<file path="src/rtl/uart_tx_arbiter_if.sv">
// Requester/Tx-core side signals of the UART Tx arbiter.
// The arbiter connects through the slave modport; the environment uses master.
interface uart_tx_arbiter_if #(
  parameter int unsigned NUM_REQ = 4
);
  logic [NUM_REQ-1:0]   req;
  logic [8*NUM_REQ-1:0] data;
  logic [NUM_REQ-1:0]   last;
  logic [NUM_REQ-1:0]   ack;
  logic [NUM_REQ-1:0]   grant;
  logic [7:0]           tx_data;
  logic                 tx_start;
  logic                 tx_busy;
  logic                 bit_tick;
  logic                 err;
  logic                 busy;

  modport master (
    output req, data, last, tx_busy, bit_tick,
    input  ack, grant, tx_data, tx_start, err, busy
  );

  modport slave (
    input  req, data, last, tx_busy, bit_tick,
    output ack, grant, tx_data, tx_start, err, busy
  );
endinterface

</file>
<file path="src/rtl/uart_tx_arbiter.sv">
// Round-robin sequencer sharing one UART Tx core among NUM_REQ requesters,
// with per-packet grant lock, inter-packet gap and a start-handshake watchdog.
module uart_tx_arbiter #(
  parameter int unsigned NUM_REQ  = 4,
  parameter int unsigned MAX_PKT  = 16,
  parameter int unsigned GAP_BITS = 2,
  parameter int unsigned TIMEOUT  = 64
) (
  input  logic             clk,
  input  logic             rst,
  uart_tx_arbiter_if.slave bus
);
  localparam int unsigned PTR_W = $clog2(NUM_REQ);
  localparam int unsigned WD_W  = $clog2(TIMEOUT + 1);
  localparam int unsigned CNT_W = 8;
  localparam int unsigned GAP_W = 4;

  typedef enum logic [2:0] {
    S_IDLE,
    S_LOAD,
    S_WAIT_BUSY,
    S_WAIT_DONE,
    S_GAP
  } state_t;

  state_t             r_state;
  logic [PTR_W-1:0]   r_ptr;
  logic [PTR_W-1:0]   r_owner;
  logic [NUM_REQ-1:0] r_grant;
  logic [NUM_REQ-1:0] r_ack;
  logic [7:0]         r_tx_data;
  logic               r_tx_start;
  logic               r_err;
  logic               r_busy;
  logic               r_last;
  logic [CNT_W-1:0]   r_cnt;
  logic [WD_W-1:0]    r_wd;
  logic [GAP_W-1:0]   r_gap;

  state_t             w_state_nxt;
  logic [PTR_W-1:0]   w_ptr_nxt;
  logic [PTR_W-1:0]   w_owner_nxt;
  logic [NUM_REQ-1:0] w_grant_nxt;
  logic [NUM_REQ-1:0] w_ack_nxt;
  logic [7:0]         w_tx_data_nxt;
  logic               w_start_nxt;
  logic               w_err_nxt;
  logic               w_last_nxt;
  logic [CNT_W-1:0]   w_cnt_nxt;
  logic [WD_W-1:0]    w_wd_nxt;
  logic [GAP_W-1:0]   w_gap_nxt;
  logic [GAP_W-1:0]   w_gap_inc;
  logic               w_release;

  logic               w_found;
  logic [PTR_W-1:0]   w_winner;
  logic [PTR_W-1:0]   w_cand;
  logic [NUM_REQ-1:0] w_win_oh;
  logic               w_sel_req;
  logic               w_sel_last;
  logic [7:0]         w_sel_data;

  function automatic logic [PTR_W-1:0] wrap_add(input logic [PTR_W-1:0] base,
                                                input int unsigned off);
    int unsigned s;
    s = 32'(base) + off;
    if (s >= NUM_REQ) s = s - NUM_REQ;
    return PTR_W'(s);
  endfunction

  // First requester at or after the round-robin pointer
  always_comb begin
    w_found  = 1'b0;
    w_winner = '0;
    w_cand   = '0;
    for (int unsigned i = 0; i < NUM_REQ; i++) begin
      w_cand = wrap_add(r_ptr, i);
      if (!w_found && bus.req[w_cand]) begin
        w_found  = 1'b1;
        w_winner = w_cand;
      end
    end
  end

  assign w_win_oh = NUM_REQ'(1) << w_winner;

  // Current owner's request lane
  always_comb begin
    w_sel_req  = 1'b0;
    w_sel_last = 1'b0;
    w_sel_data = '0;
    for (int unsigned k = 0; k < NUM_REQ; k++) begin
      if (r_owner == PTR_W'(k)) begin
        w_sel_req  = bus.req[k];
        w_sel_last = bus.last[k];
        w_sel_data = bus.data[8*k +: 8];
      end
    end
  end

  always_comb begin
    w_state_nxt   = r_state;
    w_ptr_nxt     = r_ptr;
    w_owner_nxt   = r_owner;
    w_grant_nxt   = r_grant;
    w_ack_nxt     = '0;
    w_tx_data_nxt = r_tx_data;
    w_start_nxt   = 1'b0;
    w_err_nxt     = 1'b0;
    w_last_nxt    = r_last;
    w_cnt_nxt     = r_cnt;
    w_wd_nxt      = r_wd;
    w_gap_nxt     = r_gap;
    w_gap_inc     = r_gap + GAP_W'(1);
    w_release     = 1'b0;

    unique case (r_state)
      S_IDLE: begin
        if (w_found) begin
          w_grant_nxt = w_win_oh;
          w_owner_nxt = w_winner;
          w_cnt_nxt   = '0;
          w_state_nxt = S_LOAD;
        end
      end
      S_LOAD: begin
        if (w_sel_req) begin
          w_tx_data_nxt = w_sel_data;
          w_last_nxt    = w_sel_last;
          w_start_nxt   = 1'b1;
          w_ack_nxt     = r_grant;
          w_cnt_nxt     = r_cnt + CNT_W'(1);
          w_wd_nxt      = '0;
          w_state_nxt   = S_WAIT_BUSY;
        end else begin
          w_release   = 1'b1;
          w_state_nxt = S_IDLE;
        end
      end
      S_WAIT_BUSY: begin
        // Busy seen in the expiry cycle still counts as a successful start
        if (bus.tx_busy) begin
          w_state_nxt = S_WAIT_DONE;
        end else begin
          w_wd_nxt = r_wd + WD_W'(1);
          if (w_wd_nxt == WD_W'(TIMEOUT)) begin
            w_err_nxt   = 1'b1;
            w_release   = 1'b1;
            w_state_nxt = S_IDLE;
          end
        end
      end
      S_WAIT_DONE: begin
        if (!bus.tx_busy) begin
          if (r_last || (r_cnt == CNT_W'(MAX_PKT))) begin
            w_release   = 1'b1;
            w_gap_nxt   = '0;
            w_state_nxt = S_GAP;
          end else begin
            w_state_nxt = S_LOAD;
          end
        end
      end
      S_GAP: begin
        if (GAP_BITS == 0) begin
          w_state_nxt = S_IDLE;
        end else if (bus.bit_tick) begin
          if (w_gap_inc == GAP_W'(GAP_BITS)) w_state_nxt = S_IDLE;
          else                               w_gap_nxt   = w_gap_inc;
        end
      end
      default: w_state_nxt = S_IDLE;
    endcase

    if (w_release) begin
      w_grant_nxt = '0;
      w_ptr_nxt   = wrap_add(r_owner, 1);
    end
  end

  always_ff @(posedge clk) begin
    if (rst) begin
      r_state    <= S_IDLE;
      r_ptr      <= '0;
      r_owner    <= '0;
      r_grant    <= '0;
      r_ack      <= '0;
      r_tx_data  <= 8'h00;
      r_tx_start <= 1'b0;
      r_err      <= 1'b0;
      r_busy     <= 1'b0;
      r_last     <= 1'b0;
      r_cnt      <= '0;
      r_wd       <= '0;
      r_gap      <= '0;
    end else begin
      r_state    <= w_state_nxt;
      r_ptr      <= w_ptr_nxt;
      r_owner    <= w_owner_nxt;
      r_grant    <= w_grant_nxt;
      r_ack      <= w_ack_nxt;
      r_tx_data  <= w_tx_data_nxt;
      r_tx_start <= w_start_nxt;
      r_err      <= w_err_nxt;
      r_busy     <= (w_state_nxt != S_IDLE);
      r_last     <= w_last_nxt;
      r_cnt      <= w_cnt_nxt;
      r_wd       <= w_wd_nxt;
      r_gap      <= w_gap_nxt;
    end
  end

  assign bus.grant    = r_grant;
  assign bus.ack      = r_ack;
  assign bus.tx_data  = r_tx_data;
  assign bus.tx_start = r_tx_start;
  assign bus.err      = r_err;
  assign bus.busy     = r_busy;
endmodule

</file>
<file path="src/flat_wrapper.sv">
// flat-port wrapper written by rule: the top's interface ports become plain ports
module uart_tx_arbiter_flat 
#(
  parameter int unsigned NUM_REQ  = 4,
  parameter int unsigned MAX_PKT  = 16,
  parameter int unsigned GAP_BITS = 2,
  parameter int unsigned TIMEOUT  = 64
)
  (clk, rst, bus_req, bus_data, bus_last, bus_tx_busy, bus_bit_tick, bus_ack, bus_grant, bus_tx_data, bus_tx_start, bus_err, bus_busy);
  uart_tx_arbiter_if #(.NUM_REQ(NUM_REQ)) bus_i ();
  input  logic clk;
  input  logic rst;
  input wire logic [$bits(bus_i.req)-1:0] bus_req;
  input wire logic [$bits(bus_i.data)-1:0] bus_data;
  input wire logic [$bits(bus_i.last)-1:0] bus_last;
  input wire logic [$bits(bus_i.tx_busy)-1:0] bus_tx_busy;
  input wire logic [$bits(bus_i.bit_tick)-1:0] bus_bit_tick;
  output wire logic [$bits(bus_i.ack)-1:0] bus_ack;
  output wire logic [$bits(bus_i.grant)-1:0] bus_grant;
  output wire logic [$bits(bus_i.tx_data)-1:0] bus_tx_data;
  output wire logic [$bits(bus_i.tx_start)-1:0] bus_tx_start;
  output wire logic [$bits(bus_i.err)-1:0] bus_err;
  output wire logic [$bits(bus_i.busy)-1:0] bus_busy;
  assign bus_i.req = bus_req;
  assign bus_i.data = bus_data;
  assign bus_i.last = bus_last;
  assign bus_i.tx_busy = bus_tx_busy;
  assign bus_i.bit_tick = bus_bit_tick;
  assign bus_ack = bus_i.ack;
  assign bus_grant = bus_i.grant;
  assign bus_tx_data = bus_i.tx_data;
  assign bus_tx_start = bus_i.tx_start;
  assign bus_err = bus_i.err;
  assign bus_busy = bus_i.busy;
  uart_tx_arbiter #(.NUM_REQ(NUM_REQ), .MAX_PKT(MAX_PKT), .GAP_BITS(GAP_BITS), .TIMEOUT(TIMEOUT)) u_core (.clk(clk), .rst(rst), .bus(bus_i));
endmodule
</file>
<file path="config.mk">
export PLATFORM = sky130hd
export DESIGN_NAME = uart_tx_arbiter_flat
export DESIGN_NICKNAME = d
export VERILOG_FILES = /design/src/rtl/uart_tx_arbiter_if.sv /design/src/rtl/uart_tx_arbiter.sv /design/src/flat_wrapper.sv
export SDC_FILE = /design/constraint.sdc
export NUM_CORES = 1
export LEC_CHECK = 0
export CORE_MARGIN = 2
export CORE_UTILIZATION = 53
export CTS_CLUSTER_SIZE = 25
export DETAILED_ROUTE_END_ITERATION = 16
export PLACE_DENSITY = 0.85
export SKIP_LAST_GASP = 1
export SYNTH_ARGS = -nofsm -noshare
export SYNTH_HDL_FRONTEND = slang
export SYNTH_SLANG_ARGS = --single-unit
</file>
<file path="constraint.sdc">
create_clock -name clk -period 4.9 [get_ports clk]
set_input_delay 0.98 -clock clk [delete_from_list [all_inputs] [get_ports clk]]
set_output_delay 0.98 -clock clk [all_outputs]
set_load 0.02 [all_outputs]
</file>
==> flow_metrics.env <==
export IMPL_min_delay_path_class="reg2reg"
export IMPL_power_switching_share_pct=37.0
export IMPL_layout_setup_ws_ns=2.07
export IMPL_die_h_um=73.2
export IMPL_drtIter0Drc=135
export IMPL_via_density=5.77
export IMPL_buf_inv_on_cp=1
export IMPL_synthesis_instances=312
export IMPL_setup_worst_path_class="in2reg"
export IMPL_initial_core_util_pct=54.5
export IMPL_ys_ff_latch=46
export IMPL_timing_critical_path_fanout_max=30
export IMPL_drive_above_1_share_pct=4.64
export IMPL_type_of_element_launching_the_critical_path="input port"
export IMPL_share_of_flip_flops_with_an_asynchronous_set_or_reset_after_synthesis_pct=0
export IMPL_cts_resized=0
export IMPL_post_cts_setup_buffers=0
export IMPL_netlist_area_leader_share_pct=36.3
export IMPL_min_period_over_period_pct=57.8
export IMPL_grt_setup_unrepaired="false"
export IMPL_timing_final_hold_violations=0
export IMPL_worst_path_largest_cell_delay_ns=0.94
export IMPL_clk_path_buf_depth=2
export IMPL_cts_root_buf="sky130_fd_sc_hd__clkbuf_8"
export IMPL_grt_usage_pct=21.8
export IMPL_vdd_ir_drop_worst_v=0.000209
export IMPL_clk_insertion_delay_late_ns=0.30
export IMPL_max_freq_ghz=0.353
export IMPL_nNetsFinal=418
export IMPL_clk_pin_slew_ns=0.09
export IMPL_first_global_vias=2199
export IMPL_maxSlewViolCount=0
export IMPL_crit_chain="clkdlybuf4s50_1 -> o21bai_1 -> or3b_1 -> a21oi_1"
export IMPL_status="completed"
export IMPL_syn_to_layout_area_delta_pct=28.8
export IMPL_clock_sinks=46
export IMPL_gpl_final_weighted_congestion=0.843
export IMPL_postSynthAreaPerCell_um2=8.14
export IMPL_synth_area_leader_cell="sky130_fd_sc_hd__dfxtp_1"
export IMPL_core_area_um2=4660
export IMPL_ys_top_cells_by_area="sky130_fd_sc_hd__dfxtp_1, sky130_fd_sc_hd__a21oi_1, sky130_fd_sc_hd__nor2_1, sky130_fd_sc_hd__nor2b_1, sky130_fd_sc_hd__ha_1"
export IMPL_antenna_left=0
export IMPL_antenna_violations_before_repair=0
export IMPL_grt_start_max_net_pins=31
export IMPL_worst_slew_margin_rel_pct=29.6
export IMPL_design_die_area_um2=5360
export IMPL_detail_route_wirelength_um=5530
export IMPL_distinct_cells_synth=49
export IMPL_detailedPlacementHpwl_um=4190
export IMPL_power_share_combinational_pct=42.3
export IMPL_max_cap_violations=0
export IMPL_required_ns=5.12
export IMPL_finalSetupTns_ns=0
export IMPL_power_frac_clock_pct=20.9
export IMPL_critPathArrivalTime_ns=3.06
export IMPL_design_portCount=63
export IMPL_core_rowCount=25
export IMPL_finalClockSkew_ns=0.00565
export IMPL_cts_buffers=5
export IMPL_via_count=2423
export IMPL_tritoncts="done"
export IMPL_place_ws_ns=1.76
export IMPL_netlist_area_um2=2540
export IMPL_routed_len_inst_um=13.2
export IMPL_first_pass_iters=4
export IMPL_yosys_warnings=0
export IMPL_tightest_slew_ns=1.05
export IMPL_ctsHoldBuffers=0
export IMPL_worstSetupEndpointType="register"
export IMPL_pwr_cell_area_nw_per_um2=407
export IMPL_fin_crit_ns=2.83
export IMPL_post_synthesis_net_count=365
export IMPL_grt_remaining_overflow=0
export IMPL_synth_sequential_area_ratio_pct=36.3
export IMPL_grt_first_pass_wirelength_um=9280
export IMPL_antenna_cells=0
export IMPL_timing_critical_path_slowest_stage_cell="sky130_fd_sc_hd__clkdlybuf4s50_1"
export IMPL_power_leakage_nw=1.17
export IMPL_htreeDepth=2
export IMPL_setup_viol=0
export IMPL_port_buffer_cells=62
export IMPL_seqPwrFrac_pct=36.8
export IMPL_remaining_drc_errors=0
export IMPL_timing_critical_path_max_delay_family="buffers and inverters"
export IMPL_die_width_um=73.2
export IMPL_synthFlopType="sky130_fd_sc_hd__dfxtp_1"
export IMPL_cellInternalPower_mw=0.837
export IMPL_netSwitchingPower_mw=0.493
export IMPL_synth_edff_count=0
export IMPL_final_hold_worst_slack_ns=0.480
==> cell type report <==
cell class | count | area [um2]
flip-flops and latches | 46 | 921
clock inverters | 2 | 37.5
clock buffers | 6 | 72.6
well taps | 54 | 67.6
fillers | 382 | 1390
repair buffers | 63 | 628
inverters | 9 | 33.8
multi-input cells | 240 | 1510
==> kinds of logic (layout without fill, tap and decap cells) <==
family | after synthesis | count (layout) | share of synthesized area (%)
AND/OR/NAND/NOR | 143 | 143 | 30.4
AO/OA/AOI/OAI | 77 | 77 | 20.5
flip-flops | 46 | 46 | 36.3
buffers and inverters | 26 | 80 | 4.29
adder cells (fa/ha/maj) | 9 | 9 | 4.43
XOR/XNOR | 8 | 8 | 2.76
multiplexers | 3 | 3 | 1.38
==> per-layer routing <==
metal	vias to the layer above	routed length (um)	track usage (%)
met5	-	0	0
met4	0	79	7.41
met3	10	395	6.91
met2	80	2610	35.9
met1	1094	2440	26.8
li1	1239	-	-
==> power groups by stage <==
stage                     clock [mW]  sequential, mW  combinational, mW
after floorplan                    0           0.519              0.368
after global placement             0           0.495              0.557
after detailed placement           0           0.498              0.563
after CTS                      0.283           0.489              0.565
after global routing           0.303           0.499              0.628
final                          0.277           0.489              0.563
==> synth_stat cells, drive strengths merged (2+ instances only) <==
| master | n |
|---|---|
| a211oi | 15 |
| a21oi | 29 |
| a221oi | 9 |
| a311oi | 4 |
| a31oi | 2 |
| and2 | 4 |
| and3 | 8 |
| clkbuf | 16 |
| dfxtp | 46 |
| ha | 9 |
| inv | 9 |
| mux2i | 2 |
| nand2 | 20 |
| nand2b | 10 |
| nand3 | 11 |
| nand3b | 4 |
| nand4 | 5 |
| nor2 | 32 |
| nor2b | 19 |
| nor3 | 14 |
| nor3b | 2 |
| nor4 | 2 |
| o21ai | 8 |
| o21bai | 2 |
| or3 | 3 |
| or4 | 2 |
| or4b | 2 |
| xor2 | 7 |
==> worst paths after layout <==
| check | start | end | slack, ns | cells after the start |
|---|---|---|---|---|
| max | rst | u_core.bus.grant[0]$_SDFFE_PP0P_ | 2.07 | 4 |
| min | u_core.bus.grant[2]$_SDFFE_PP0P_ | u_core.bus.grant[2]$_SDFFE_PP0P_ | 0.48 | 2 |
| max reg2reg | u_core.r_owner[1]$_SDFFE_PP0P_ | u_core.bus.tx_data[2]$_SDFFE_PP0P_ | 2.28 | 8 |
| min reg2reg | u_core.bus.grant[2]$_SDFFE_PP0P_ | u_core.bus.grant[2]$_SDFFE_PP0P_ | 0.48 | 2 |
==> cells in the final DEF, fill, tap and decap left out, types with 5 or more instances in the layout <==
master / instances
sky130_fd_sc_hd__a211oi_1: 14
sky130_fd_sc_hd__a21oi_1: 29
sky130_fd_sc_hd__a221oi_1: 9
sky130_fd_sc_hd__and3_1: 8
sky130_fd_sc_hd__clkbuf_8: 5
sky130_fd_sc_hd__clkdlybuf4s50_1: 62
sky130_fd_sc_hd__dfxtp_1: 46
sky130_fd_sc_hd__ha_1: 9
sky130_fd_sc_hd__inv_1: 9
sky130_fd_sc_hd__nand2_1: 19
sky130_fd_sc_hd__nand2b_1: 10
sky130_fd_sc_hd__nand3_1: 10
sky130_fd_sc_hd__nand4_1: 5
sky130_fd_sc_hd__nor2_1: 32
sky130_fd_sc_hd__nor2b_1: 19
sky130_fd_sc_hd__nor3_1: 14
sky130_fd_sc_hd__o21ai_0: 8
sky130_fd_sc_hd__xor2_1: 7
==> state kept, by name, indices dropped and copies added (netlist names), 2 cells and up <==
name                flops
u_core.r_gap            4
u_core.r_owner          2
u_core.r_state          3
u_core.r_wd             7
u_core.bus.grant        4
u_core.r_cnt            8
u_core.bus.ack          4
u_core.bus.tx_data      8
u_core.r_ptr            2
==> worst reg2reg max path, stage by stage, from the launching register on <==
cell                       delay [ns]
sky130_fd_sc_hd__dfxtp_1         0.35
sky130_fd_sc_hd__inv_1           0.09
sky130_fd_sc_hd__ha_1            0.54
sky130_fd_sc_hd__a211oi_1        0.18
sky130_fd_sc_hd__a211oi_2        0.27
sky130_fd_sc_hd__buf_4           0.23
sky130_fd_sc_hd__and2_1          0.54
sky130_fd_sc_hd__nor2_1          0.09
sky130_fd_sc_hd__a211oi_1        0.23
==> stage by stage <==
step | cells | power (mW) | area (um2) | utilization [%]
global route | 420 | 1.43 | 3270 | 70.2
detailed placement | 412 | 1.06 | 3160 | 67.8
CTS | 420 | 1.34 | 3270 | 70.2
global placement | 412 | 1.05 | 3160 | 67.8
floorplan | 312 | 0.886 | 2540 | -
finish | 420 | 1.33 | 3270 | 70.2
Note: power is estimated with default switching activity, not from simulation.
